--- src/rtl/pipeline_result_collector_if.sv ---
// Result and output-stream signals between the permutation pipeline,
// the result collector and the host DMA consumer.
interface pipeline_result_collector_if;
  logic        resultValid;
  logic [47:0] pcoeffSum;
  logic [12:0] pcoeffCount;
  logic        eccStatus;
  logic        slowDown;
  logic        outValid;
  logic        outReady;
  logic [63:0] outData;

  // Environment side: pipeline producing results, DMA consuming words
  modport master (
    output resultValid, pcoeffSum, pcoeffCount, eccStatus, outReady,
    input  slowDown, outValid, outData
  );

  // Collector side
  modport slave (
    input  resultValid, pcoeffSum, pcoeffCount, eccStatus, outReady,
    output slowDown, outValid, outData
  );
endinterface

--- src/rtl/pipeline_result_collector.sv ---
// Buffers pipeline results in a FIFO and re-emits them as 64-bit words on a
// valid/ready stream. Throttles the pipeline with slowDown early enough that
// results already in flight still fit, and tracks a result count plus
// sticky ECC / overflow flags.
module pipeline_result_collector #(
  parameter int DEPTH_LOG2      = 6,
  parameter int SLOWDOWN_MARGIN = 16
) (
  input  logic                    clk,
  input  logic                    rst,
  pipeline_result_collector_if.slave bus,
  output logic [DEPTH_LOG2:0]     occupancy,
  output logic [31:0]             resultsReceived,
  output logic                    eccErrorSeen,
  output logic                    overflowSeen
);
  localparam int                  DEPTH   = 1 << DEPTH_LOG2;
  localparam logic [DEPTH_LOG2:0] DEPTH_C = (DEPTH_LOG2+1)'(DEPTH);
  localparam logic [DEPTH_LOG2:0] THRESH  = (DEPTH_LOG2+1)'(DEPTH - SLOWDOWN_MARGIN);

  logic [63:0]           mem [DEPTH];
  logic [DEPTH_LOG2-1:0] wp_q, wp_d, rp_q, rp_d;
  logic [DEPTH_LOG2:0]   occ_q, occ_d;
  logic                  out_valid_q;
  logic [63:0]           out_data_q, out_data_d;
  logic                  slow_q;
  logic [31:0]           cnt_q;
  logic                  ecc_q, ovf_q;
  logic [63:0]           wdata;
  logic                  push, pop;

  // Push/pop decisions, next pointers/occupancy and the next head word
  always_comb begin
    wdata = {bus.eccStatus, 2'b00, bus.pcoeffCount, bus.pcoeffSum};
    pop   = out_valid_q && bus.outReady;
    push  = bus.resultValid && ((occ_q < DEPTH_C) || pop);
    rp_d  = rp_q + {{(DEPTH_LOG2-1){1'b0}}, pop};
    wp_d  = wp_q + {{(DEPTH_LOG2-1){1'b0}}, push};
    occ_d = occ_q;
    if (push && !pop)      occ_d = occ_q + 1'b1;
    else if (!push && pop) occ_d = occ_q - 1'b1;
    // The new head is taken straight from the incoming word when it lands in
    // the slot being written this cycle, so the array is never read while
    // that same entry is being written.
    out_data_d = '0;
    if (occ_d != '0) begin
      if (push && (rp_d == wp_q)) out_data_d = wdata;
      else                        out_data_d = mem[rp_d];
    end
  end

  // Storage array; contents are meaningless until pointed to, so no reset
  always_ff @(posedge clk) begin
    if (push) mem[wp_q] <= wdata;
  end

  // Pointers, occupancy, output register, throttle, counter and sticky flags
  always_ff @(posedge clk) begin
    if (rst) begin
      wp_q        <= '0;
      rp_q        <= '0;
      occ_q       <= '0;
      out_valid_q <= 1'b0;
      out_data_q  <= '0;
      slow_q      <= 1'b1;
      cnt_q       <= '0;
      ecc_q       <= 1'b0;
      ovf_q       <= 1'b0;
    end else begin
      wp_q        <= wp_d;
      rp_q        <= rp_d;
      occ_q       <= occ_d;
      out_valid_q <= (occ_d != '0);
      out_data_q  <= out_data_d;
      slow_q      <= (occ_d >= THRESH);
      if (push) cnt_q <= cnt_q + 32'd1;
      if (push && bus.eccStatus) ecc_q <= 1'b1;
      if (bus.resultValid && !push) ovf_q <= 1'b1;
    end
  end

  assign bus.slowDown    = slow_q;
  assign bus.outValid    = out_valid_q;
  assign bus.outData     = out_data_q;
  assign occupancy       = occ_q;
  assign resultsReceived = cnt_q;
  assign eccErrorSeen    = ecc_q;
  assign overflowSeen    = ovf_q;
endmodule

--- src/flat_wrapper.sv ---
// flat-port wrapper written by rule: the top's interface ports become plain ports
module pipeline_result_collector_flat 
#(
  parameter int DEPTH_LOG2      = 6,
  parameter int SLOWDOWN_MARGIN = 16
)
  (clk, rst, occupancy, resultsReceived, eccErrorSeen, overflowSeen, bus_resultValid, bus_pcoeffSum, bus_pcoeffCount, bus_eccStatus, bus_outReady, bus_slowDown, bus_outValid, bus_outData);
  pipeline_result_collector_if bus_i ();
  input  logic clk;
  input  logic rst;
  output logic [DEPTH_LOG2:0] occupancy;
  output logic [31:0] resultsReceived;
  output logic eccErrorSeen;
  output logic overflowSeen;
  input wire logic [$bits(bus_i.resultValid)-1:0] bus_resultValid;
  input wire logic [$bits(bus_i.pcoeffSum)-1:0] bus_pcoeffSum;
  input wire logic [$bits(bus_i.pcoeffCount)-1:0] bus_pcoeffCount;
  input wire logic [$bits(bus_i.eccStatus)-1:0] bus_eccStatus;
  input wire logic [$bits(bus_i.outReady)-1:0] bus_outReady;
  output wire logic [$bits(bus_i.slowDown)-1:0] bus_slowDown;
  output wire logic [$bits(bus_i.outValid)-1:0] bus_outValid;
  output wire logic [$bits(bus_i.outData)-1:0] bus_outData;
  assign bus_i.resultValid = bus_resultValid;
  assign bus_i.pcoeffSum = bus_pcoeffSum;
  assign bus_i.pcoeffCount = bus_pcoeffCount;
  assign bus_i.eccStatus = bus_eccStatus;
  assign bus_i.outReady = bus_outReady;
  assign bus_slowDown = bus_i.slowDown;
  assign bus_outValid = bus_i.outValid;
  assign bus_outData = bus_i.outData;
  pipeline_result_collector #(.DEPTH_LOG2(DEPTH_LOG2), .SLOWDOWN_MARGIN(SLOWDOWN_MARGIN)) u_core (.clk(clk), .rst(rst), .bus(bus_i), .occupancy(occupancy), .resultsReceived(resultsReceived), .eccErrorSeen(eccErrorSeen), .overflowSeen(overflowSeen));
endmodule
--- config.mk ---
export PLATFORM = sky130hd
export DESIGN_NAME = pipeline_result_collector_flat
export DESIGN_NICKNAME = d
export VERILOG_FILES = /design/src/rtl/pipeline_result_collector_if.sv /design/src/rtl/pipeline_result_collector.sv /design/src/flat_wrapper.sv
export SDC_FILE = /design/constraint.sdc
export NUM_CORES = 2
export LEC_CHECK = 0
export ABC_CLOCK_PERIOD_IN_PS = 6100
export CAP_MARGIN = 40
export CORE_MARGIN = 2
export CORE_UTILIZATION = 23
export CTS_CLUSTER_DIAMETER = 60
export CTS_CLUSTER_SIZE = 16
export DETAILED_ROUTE_END_ITERATION = 6
export GPL_ROUTABILITY_DRIVEN = 0
export HOLD_SLACK_MARGIN = 0.05
export SYNTH_ARGS = -nofsm -noshare
export SYNTH_HDL_FRONTEND = slang
export SYNTH_SLANG_ARGS = --single-unit
export TNS_END_PERCENT = 5
--- constraint.sdc ---
create_clock -name clk -period 6.1 [get_ports clk]
set_input_delay 0.915 -clock clk [delete_from_list [all_inputs] [get_ports clk]]
set_output_delay 0.915 -clock clk [all_outputs]
set_load 0.005 [all_outputs]
==> results.cfg <==
[outcome]
status = complete, no violations

[floorplan]
std_cell_rows = 302
die_area_um2 = 685000
die_y_um = 828
core_region_area_um2 = 676000
initial_utilization = 0.231
ios = 173
die_x_um = 828

[worst_setup_path]
r2r_start = u_core.bus.outValid
crit_slowest_cell = mux4_2
slowest_delay_ns = 0.54
crit_type = input pin to flop
crit_arrival_ns = 5.30
crit_required_ns = 6.89
crit_path_end = u_core.bus.outData[44]
reg2reg_depth = 11
startpoint_type = input pin
endpoint_kind = flop
reg2reg_slack_ns = 1.62
path_max_fanout = 42
worstPathCellList = clkdlybuf4s50_1 > nand2_1 > inv_1 > ha_4 > buf_12 > buf_12 > mux4_2 > mux4_2 > nand3_1 > o21ai_0 > nor3_1 > nor3_1
rr_endpoint = u_core.bus.outData[44]
crit_start = bus_outReady

[synthesis]
yosys_warnings = 0
synth_flop_cell = edfxtp_1
synth_area_um2 = 156000
yosys.area.top_type = edfxtp_1
synth_top_cell_area_share = 0.763
synthDistinctLibCells = 54
ys_ff_latch = 4085
seq_area_frac_synth = 0.778
synthArstFlopShare = 0
syn_inst = 7256
synth.area.top_cells = edfxtp_1, mux4_2, dfxtp_1, nand3_1, nand2_1
synth-edff-count = 3968
avgSynthCellArea_um2 = 21.5

[global_route]
grt_max_degree = 76
grt_pass1_vias = 77500
grt_pass1_wl_mm = 634
overflow = 0
antenna_found_initial = 43
gr-usage-all-layers = 0.129

[power]
max-vdd-ir-drop_mv = 0.262
pwr_density_cell_nw_per_um2 = 327
leakage_nw = 54.3
power.total_mw = 59.8

[clock_network]
root_buffer = clkbuf_16
cts.path.max_buffers = 4
post_cts_resized = 0
post_cts_buffers = 0
htreeDepth = 5
cts.sinks = 4085
clk_latency_ns = 0.99
hold_buffers = 0
cts_tree = yes
numCtsBuffers = 317
path_clk_slew_ns = 0.07

[finish]
fin_area_um2 = 183000
fill_cells = 66600
drive_gt1_frac = 0.261
area_delta_synth_final_pct = 17.1
multiInputGateArea_um2 = 33100
fin_nets = 7815
seqCellArea_um2 = 121000
fin_cells = 16900

[drt]
vias = 77900
avgViaCountPerCell = 4.60
wl_per_cell_um = 27.1
detail-route-antenna-nets = 0
drc = 0
first_pass_iters = 6
drt-total-wl_mm = 459
drtIter0Drc = 10100

[timing]
tns_ns = 0
finalCriticalPeriod_ns = 4.51
setup_viol = 0
finalCritPeriodShare = 0.739
fmax_mhz = 222
drv_slew = 0
tightest_slew_ns = 0.927
hold_ws_ns = 0.172
slew_headroom = 0.381
finalClockSkew_ns = 0.0906
rsz0062_at_grt = no
hold_viol_final = 0

[placement]
dp_cells = 16400
dp_hpwl_mm = 260
place_area_um2 = 173000
portBuffers = 170

[flow_run]
cap_violations = 0

[min_path]
hp-class = input pin to flop
hp-start = bus_pcoeffSum[7]
critical path, delay by kind of cell:
family                     cells  cell delay (ns)
buffers and inverters          4             1.62
muxes                          2             1.01
and+or+nand+nor                4             0.92
adders and majority gates      1             0.50
AOI/OAI and AO/OA              1             0.18
routing by layer:
metal,wire length (um),vias to the layer above,GRT usage
met4,13200,24,0.0344
met2,227000,3634,0.220
li1,-,30900,-
met5,149,-,0
met1,183000,42700,0.169
met3,36200,685,0.0244
area by class of cell:
type                       instances  area share
antenna                           15    0.000205
clock buffer                     446      0.0472
clock inverter                    75     0.00611
inverter                          65     0.00133
multi-input combinational       2693       0.181
sequential                      4085       0.665
tap                             8968      0.0614
timing repair buffer             580      0.0378
cell families after synthesis:
logic type	share of synthesized area
flip-flops	0.778
AND/OR/NAND/NOR	0.0386
multiplexers	0.160
buffers and inverters	0.0137
AO/OA/AOI/OAI	0.00570
XOR/XNOR	0.00319
adder cells (fa/ha/maj)	0.000561
other	0.0000240
per-stage QoR:
stage	worst slack, ns	utilization
after detailed placement	0.578	0.256
after global placement	0.578	0.255
final	1.59	0.270
after CTS	1.53	0.270
after floorplan	1.23	-
after global routing	1.44	0.270
sequential cells by signal, indices dropped and copies added, names as in the netlist:
signal / count
u_core.bus.outValid: 1
u_core.resultsReceived: 32
u_core.bus.outData: 62
u_core.mem: 3968
u_core.rp_q: 6
u_core.occupancy: 7
u_core.wp_q: 6
u_core.bus.slowDown: 1
u_core.overflowSeen: 1
u_core.eccErrorSeen: 1
cell usage in the layout (no fill, tap or decap), drive strengths merged, types with 91 or more instances in the layout:
cell           instances
nor3                 125
buf                  473
inv                   91
edfxtp              3968
dfxtp                117
mux4                1106
clkdlybuf4s50        107
nand3                446
nor2                 184
nand2                533
clkbuf               446
synthesized netlist by cell type (2+ instances only):
master and n:
a2111oi_0 2, a211oi_1 3, a21oi_1 65, a311oi_1 6, a31oi_1 8, a41o_1 2, and2_1 3, and3_1 17
and4_1 3, buf_1 34, buf_2 202, buf_4 24, clkbuf_1 154, dfxtp_1 117, edfxtp_1 3968, ha_1 7
inv_1 64, mux2_2 2, mux2i_1 4, mux4_2 1106, nand2_1 533, nand2b_1 3, nand3_1 446, nand3b_1 4
nand4_1 12, nor2_1 184, nor2b_1 12, nor3_1 125, nor3b_1 2, nor4_1 4, nor4_2 2, o21ai_0 65
or3_1 4, xnor2_1 17, xor2_1 33
worst min-delay path by stage:
stage / to / slack (ns) / cells after the start
after floorplan: u_core.eccErrorSeen / 0.46 / 2
after global placement: u_core.overflowSeen / 0.45 / 2
after detailed placement: u_core.overflowSeen / 0.47 / 2
after CTS: u_core.mem[14][7] / 0.10 / 1
after global routing: u_core.mem[14][7] / 0.15 / 1
final: u_core.mem[14][7] / 0.17 / 1
report_power, final:
part           leakage, nW  internal [mW]  switching, mW
clock network         4.71           10.5           10.0
logic                 12.9           4.01           3.85
registers             36.7           31.0          0.433
total                 54.3           45.5           14.3
No activity file was read; power rests on OpenSTA's default activity.
